==> config.mk <==
export PLATFORM = sky130hd
export DESIGN_NAME = gfx_fpint_sched
export DESIGN_NICKNAME = d
export VERILOG_FILES = /design/src/rtl/gfx_fpint_sched.sv
export SDC_FILE = /design/constraint.sdc
export NUM_CORES = 1
export LEC_CHECK = 0
export BUFFER_PORTS_ARGS = -buffer_cell sky130_fd_sc_hd__buf_2
export CORE_MARGIN = 5
export CORE_UTILIZATION = 58
export CTS_BUF_LIST = sky130_fd_sc_hd__clkbuf_4
export DETAILED_ROUTE_END_ITERATION = 16
export GPL_TIMING_DRIVEN = 0
export PLACE_DENSITY = 0.87
export SLEW_MARGIN = 20
export SYNTH_ARGS = -nofsm -noshare
export SYNTH_HDL_FRONTEND = slang
export SYNTH_SLANG_ARGS = --single-unit
==> constraint.sdc <==
create_clock -name clk -period 9.2 [get_ports clk]
set_clock_uncertainty 0.2 [all_clocks]
set_input_delay 0.92 -clock clk [delete_from_list [all_inputs] [get_ports clk]]
set_output_delay 0.92 -clock clk [all_outputs]
set_load 0.005 [all_outputs]
==> src/rtl/gfx_fpint_sched.sv <==
// gfx_fpint_sched
// Issue scheduler for the shared multi-lane FP/INT pipeline (gfx_fpint).
// Arbitrates round-robin among NREQ warp-slot requesters, drives the unit's
// op/in_valid/abort, and tags every writeback with requester ID and
// destination using a latency-matched shadow pipeline. The unit has no
// backpressure, so issue is gated by per-requester outstanding limits and
// by writeback-buffer credits.
//
// Ports:
//   clk, rst_n          clock, asynchronous active-low reset
//   req_valid/req_ready per-requester request / one-hot combinational grant
//   req_op, req_dst     per-requester packed op word and destination
//   kill                per-requester cancel (branch or flush)
//   fpint_in_valid/op   issue strobe and op to the unit
//   iss_id              requester of the current issue (regfile read select)
//   fpint_abort         kills the op issued the previous cycle
//   fpint_wb_valid      unit writeback valid, compared against the tracker
//   wb_valid/id/dst     tagged writeback
//   wb_credit_ret       consumer frees one writeback-buffer entry
//   busy                any op in flight
//   err_desync          sticky tracker/unit or credit mismatch
module gfx_fpint_sched #(
  parameter int NREQ    = 4,
  parameter int OP_W    = 32,
  parameter int DST_W   = 6,
  parameter int LAT     = 15,
  parameter int CREDITS = 4,
  parameter int MAX_OUT = 2,
  localparam int ID_W   = (NREQ > 1) ? $clog2(NREQ) : 1
) (
  input  logic                  clk,
  input  logic                  rst_n,
  input  logic [NREQ-1:0]       req_valid,
  output logic [NREQ-1:0]       req_ready,
  input  logic [NREQ*OP_W-1:0]  req_op,
  input  logic [NREQ*DST_W-1:0] req_dst,
  input  logic [NREQ-1:0]       kill,
  output logic                  fpint_in_valid,
  output logic [OP_W-1:0]       fpint_op,
  output logic [ID_W-1:0]       iss_id,
  output logic                  fpint_abort,
  input  logic                  fpint_wb_valid,
  output logic                  wb_valid,
  output logic [ID_W-1:0]       wb_id,
  output logic [DST_W-1:0]      wb_dst,
  input  logic                  wb_credit_ret,
  output logic                  busy,
  output logic                  err_desync
);

  localparam int CR_W  = $clog2(CREDITS + 1);
  localparam int CNT_W = $clog2(MAX_OUT + 1);

  logic [CR_W-1:0]               credits;
  logic [CNT_W-1:0]              out_cnt [NREQ];
  logic [ID_W-1:0]               ptr;
  logic [ID_W-1:0]               win_id;
  logic [NREQ-1:0]               eligible;
  logic [NREQ-1:0]               grant;
  logic                          hs;
  logic                          abort_nxt;
  logic                          ret_ok;
  logic [DST_W-1:0]              iss_dst;
  logic [LAT-1:0]                trk_v;
  logic [LAT-1:0][ID_W-1:0]      trk_id;
  logic [LAT-1:0][DST_W-1:0]     trk_dst;

  // Per-requester eligibility and outstanding counters. A requester whose
  // op is issued, written back and aborted in the same cycle nets correctly
  // because all three terms are summed into one update.
  for (genvar g = 0; g < NREQ; g++) begin : g_req
    logic inc, dec_wb, dec_ab;

    assign eligible[g] = req_valid[g] & ~kill[g] &
                         (out_cnt[g] < CNT_W'(MAX_OUT)) & (credits != '0);
    assign inc    = hs & (win_id == ID_W'(g));
    assign dec_wb = wb_valid & (wb_id == ID_W'(g));
    assign dec_ab = fpint_abort & (trk_id[0] == ID_W'(g));

    always_ff @(posedge clk or negedge rst_n) begin
      if (!rst_n) out_cnt[g] <= '0;
      else        out_cnt[g] <= out_cnt[g] + CNT_W'(inc) - CNT_W'(dec_wb) - CNT_W'(dec_ab);
    end
  end

  // Round-robin arbiter: the first eligible index after the pointer wins.
  always_comb begin
    logic             found;
    logic [ID_W-1:0]  idx;
    grant  = '0;
    win_id = '0;
    found  = 1'b0;
    idx    = '0;
    for (int k = 1; k <= NREQ; k++) begin
      idx = ID_W'((int'(ptr) + k) % NREQ);
      if (!found && eligible[idx]) begin
        found       = 1'b1;
        grant[idx]  = 1'b1;
        win_id      = idx;
      end
    end
  end

  assign req_ready = grant;
  assign hs        = |grant;

  // An issued op is aborted when its requester is killed while the op is on
  // the unit's input. A credit return with a full buffer is a consumer bug.
  assign abort_nxt = fpint_in_valid & kill[iss_id];
  assign ret_ok    = wb_credit_ret & (credits != CR_W'(CREDITS));

  // Arbiter pointer moves to the winner only on an actual handshake.
  always_ff @(posedge clk or negedge rst_n) begin
    if (!rst_n)  ptr <= ID_W'(NREQ - 1);
    else if (hs) ptr <= win_id;
  end

  // Issue register stage: what the unit sees one cycle after the grant.
  always_ff @(posedge clk or negedge rst_n) begin
    if (!rst_n) begin
      fpint_in_valid <= 1'b0;
      fpint_op       <= '0;
      iss_id         <= '0;
      iss_dst        <= '0;
      fpint_abort    <= 1'b0;
    end else begin
      fpint_in_valid <= hs;
      fpint_abort    <= abort_nxt;
      if (hs) begin
        fpint_op <= req_op[int'(win_id)*OP_W +: OP_W];
        iss_id   <= win_id;
        iss_dst  <= req_dst[int'(win_id)*DST_W +: DST_W];
      end
    end
  end

  // Shadow pipeline. Stage 0 is written as the op leaves the issue stage and
  // the last stage lines up with the unit's writeback. An aborted op enters
  // stage 0 already invalid, so by the time fpint_abort is visible the entry
  // is dead; its ID stays in stage 0 for the outstanding-counter decrement.
  always_ff @(posedge clk or negedge rst_n) begin
    if (!rst_n) begin
      trk_v   <= '0;
      trk_id  <= '0;
      trk_dst <= '0;
    end else begin
      trk_v   <= {trk_v[LAT-2:0], fpint_in_valid & ~abort_nxt};
      trk_id  <= {trk_id[LAT-2:0], iss_id};
      trk_dst <= {trk_dst[LAT-2:0], iss_dst};
    end
  end

  assign wb_valid = trk_v[LAT-1];
  assign wb_id    = trk_id[LAT-1];
  assign wb_dst   = trk_dst[LAT-1];

  // Credit counter: issue consumes, consumer return and abort give back.
  // Eligibility only sees the registered value, so a return helps next cycle.
  always_ff @(posedge clk or negedge rst_n) begin
    if (!rst_n) credits <= CR_W'(CREDITS);
    else        credits <= credits - CR_W'(hs) + CR_W'(ret_ok) + CR_W'(fpint_abort);
  end

  // Sticky error: unit writeback disagrees with the tracker, or the consumer
  // returned a credit it never held.
  always_ff @(posedge clk or negedge rst_n) begin
    if (!rst_n) err_desync <= 1'b0;
    else if ((fpint_wb_valid != wb_valid) || (wb_credit_ret && !ret_ok))
      err_desync <= 1'b1;
  end

  assign busy = (|trk_v) | fpint_in_valid | fpint_abort;

endmodule
==> qor_table.md <==
| Item | This run | Unit |
|:---|:---|:---|
| Number of enable-type register cells in the synthesized netlist | 0 | - |
| # nets final | 920 | - |
| Pin count of the biggest net entering global routing | 100 | - |
| Library cell occupying the most area in the post-synthesis netlist | dfrtp_1 | - |
| Average cell area after synthesis | 15.12 | um^2 |
| Launching element type of the critical path | flop | - |
| Remaining antenna violation count after routing | 0 | - |
| Number of CTS-inserted buffers | 17 | - |
| DR WL/cell | 19.52 | um |
| Final worst-path setup slack | 3916 | ps |
| Clock network fraction of total power | 0.108 | - |
| Sw Pwr | 1435 | uW |
| Area used by multi-input combinational logic | 2589 | um^2 |
| Post-synth top flop | dfrtp_1 | - |
| DRC errors left | 0 | - |
| Filler Cells Inserted | 912 | - |
| Synth unique cells | 45 | - |
| DP Wirelength | 14.14 | mm |
| Critical path startpoint | ptr[1]$_DFFE_PN1N_ | - |
| Cts-stage hold buffer count | 0 | - |
| Outcome | finished clean | - |
| Initial standard-cell utilization of the core | 0.5980 | - |
| Highest ir drop seen on vdd | 0.2423 | mV |
| Core outline area | 12720 | um^2 |
| Critical Path Max Stage Delay | 650 | ps |
| Number of global-route vias before repair | 5574 | - |
| Most frequently used cell type in the post-synthesis netlist | dfrtp_1 | - |
| Number of setup buffers added after CTS | 0 | - |
| Share of the synthesized area in the top cell type | 0.6184 | - |
| Layout Cell Area excl Fill | 9196 | um^2 |
| Capturing element type of the critical path | flop | - |
| Total Die Area | 15510 | um^2 |
| Static Leakage | 0.004784 | uW |
| Initial DRT Pass Iterations | 4 | - |
| Iteration-0 DRC count of the detailed router | 293 | - |
| Total power density per cell area | 414.6 | nW/um^2 |
| Number of buffers and inverters on the critical path | 6 | - |
| Post-synth ARST share | 1.000 | - |
| Worst relative slew slack | 0.4835 | - |
| Std cell rows | 41 | - |
| Final period demand of the worst path | 5284 | ps |
| Final Max Slew Viols | 0 | - |
| DP Worst Slack | 3858 | ps |
| Layout overhead on the synthesized area | 20.89 | % |
| Library cell contributing the largest single delay on the critical path | dfstp_2 | - |
| Combinational share of power | 0.501 | - |
| TritonCTS clock tree | done | - |
| Number of clock sinks | 191 | - |
| Mapped Nets | 686 | - |
| Die span in y | 124.5 | um |
| Final hold violation count | 0 | - |
| Synth warn | 0 | - |
| Total wire length | 18.08 | mm |
| Fraction of final layout cells sized beyond drive strength 1 | 0.3920 | - |
| Post-synthesis instance area | 7607 | um^2 |
| Data arrival time at the worst-slack endpoint | 5560 | ps |
| Required time reported for the critical path endpoint | 9480 | ps |
| Placed Instance Area | 8931 | um^2 |
| CTS Buffer Depth | 2 | - |
| Setup TNS | 0 | ps |
| Cell family contributing the most delay on the critical path | adder cells | - |
| Worst path cell trace | inv_1, ha_1, buf_1, nor2_1, nand3_1, o31a_1, nand3_1, a221oi_1, o2bb2ai_1, nor4_2, buf_4, buf_6, inv_1, ha_1, inv_1, fa_1, fa_1, xnor2_1, xnor2_1 | - |
| Number of placed I/O pins | 215 | - |
| Highest Clock Rate | 0.1892 | GHz |
| Gate count after technology mapping | 503 | - |
| Via/cell ratio | 5.330 | - |
| Critical register-to-register path startpoint | ptr[1]$_DFFE_PN1N_ | - |
| Most numerous cell types in the synthesized netlist | dfrtp_1, mux2i_1, mux2_1, mux2_2 | - |
| Share of total power in sequential cells | 0.391 | - |
| Register area | 4783 | um^2 |
| Crit path top cell by count | inv_1 | - |
| Antenna violations before repair | 7 | - |
| Largest fanout of any net on the critical path | 10 | - |
| Seq cells post-synth | 191 | - |
| Post-cts repair resize count | 0 | - |
| Insertion delay of the later-clocked pin in the worst-skew pair | 550 | ps |
| Number of cells after detailed placement | 890 | - |
| Start-to-end type of the worst setup path | flop to flop | - |
| Post-route clock period utilization | 0.5744 | - |
| CTS root buf | clkbuf_4 | - |
| Max-cap violations | 0 | - |
| Clock transition at the registers of the reported paths | 150 | ps |
| Port buffer count | 214 | - |
| Fin cells | 926 | - |
| Share of synthesized area occupied by flip-flops and latches | 0.6288 | - |
| Area contributors post-synth | dfrtp_1, mux2i_1, mux2_1 | - |
| RSZ-0062 raised after global routing | false | - |
| Type of the most critical hold path | input pin to asynchronous set/reset pin | - |
| Weighted congestion at the end of routability-driven global placement | 0.9149 | - |
| Worst slew pin tran | 774.7 | ps |
| Setup-violating endpoint count in the final report | 0 | - |
| Internal power | 2378 | uW |
| Overall routing resource usage | 0.2409 | - |
| Total Power Consumption | 3813 | uW |
| Leftover overflow at the end of global routing | 0 | - |
| Number of vias in the routed layout | 4936 | - |
| First-pass GRT wire length | 29.10 | mm |
| Number of H-tree levels | 4 | - |
| Switching power share of the total | 0.3763 | - |
| Overall die width | 124.5 | um |
## per-stage QoR
step / utilization / hold WS (ps)
2_1_floorplan: - / 131.2
3_3_place_gp: 0.6991 / 131.6
3_5_place_dp: 0.7020 / 134.7
4_1_cts: 0.7221 / 142.3
5_1_grt: 0.7229 / 148.7
6_report: 0.7229 / 158.0
## per-layer routing
layer | share of wire | wire [um] | vias up | GRT usage
met1 | 0.37 | 6600 | 2448 | 0.2737
met3 | 0.083 | 1506 | 35 | 0.08919
li1 | - | - | 2247 | -
met5 | 0.0023 | 42 | - | 0
met4 | 0.021 | 378 | 6 | 0.08059
met2 | 0.53 | 9552 | 200 | 0.4202
## sequential cells by signal, summed over array words and instances (netlist names), 2 cells and up
name      count
fpint_op     32
trk_dst      84
wb_id         2
iss_id        2
out_cnt       8
trk_v        15
iss_dst       6
credits       3
trk_id       28
wb_dst        6
ptr           2
## path summary, 6_finish.rpt
path                                        endpoint  slack (ps)  cells past startpoint
worst max-delay path            credits[2]$_DFF_PN1_        3920                     19
worst min-delay path             wb_dst[4]$_DFF_PN0_         160                      1
worst max register to register  credits[2]$_DFF_PN1_        3920                     19
worst min register to register  trk_id[13]$_DFF_PN0_         160                      0
max in group asynchronous         ptr[0]$_DFFE_PN1N_        7710                      2
min in group clk                trk_id[13]$_DFF_PN0_         160                      0
## worst register-to-register path, stage by stage (launching register included)
cell	delay (ps)
dfstp_2	650
inv_1	190
ha_1	320
buf_1	280
nor2_1	80
nand3_1	100
o31a_1	190
nand3_1	280
a221oi_1	390
o2bb2ai_1	170
nor4_2	370
buf_4	290
buf_6	190
inv_1	80
ha_1	280
inv_1	60
fa_1	400
fa_1	380
xnor2_1	170
xnor2_1	140
## placed cells by master, fill, tap and decap left out, types with 4 or more instances in the layout
cell       count
clkbuf_1       5
nor3b_1        6
diode_2        4
mux2_1        22
dfrtp_1      188
nor2_1         7
ha_1          13
fa_1           6
xnor2_1        8
nand3_1        5
buf_4          9
mux2i_1      117
nor3_1         8
a221oi_1       8
inv_1         13
nor2b_1        5
nand3b_1       4
buf_2        224
mux2_2        17
clkbuf_4      19
o2bb2ai_1      4
## power groups by stage
stage	combinational, uW	clock (uW)	sequential [uW]
after floorplan	1390	0	1450
after global placement	1820	0	1470
after detailed placement	1930	0	1520
after CTS	1930	422	1500
after global routing	2080	456	1540
final	1910	412	1490
## layout make-up
class                   count  area share
diodes                      4    0.001088
repair buffers            215      0.1205
plain buffers              31     0.02027
clock buffers              19     0.01551
clock inverters            13     0.01224
multi-input cells         268      0.2815
well taps                 172     0.02340
inverters                  13    0.005306
flip-flops and latches    191      0.5201
## cells by family (layout without fill, tap and decap cells)
group           after synthesis  in the layout  share of synthesized area
mux                         159            159                     0.2206
other cells                   0              4                          0
compound gates               22             22                    0.02401
xor+xnor                     11             11                    0.01267
buf+inv                      44            291                    0.03092
fa+ha+maj                    19             19                    0.03717
flops                       191            191                     0.6288
simple gates                 57             57                    0.04589
No activity file was read; power rests on OpenSTA's default activity.
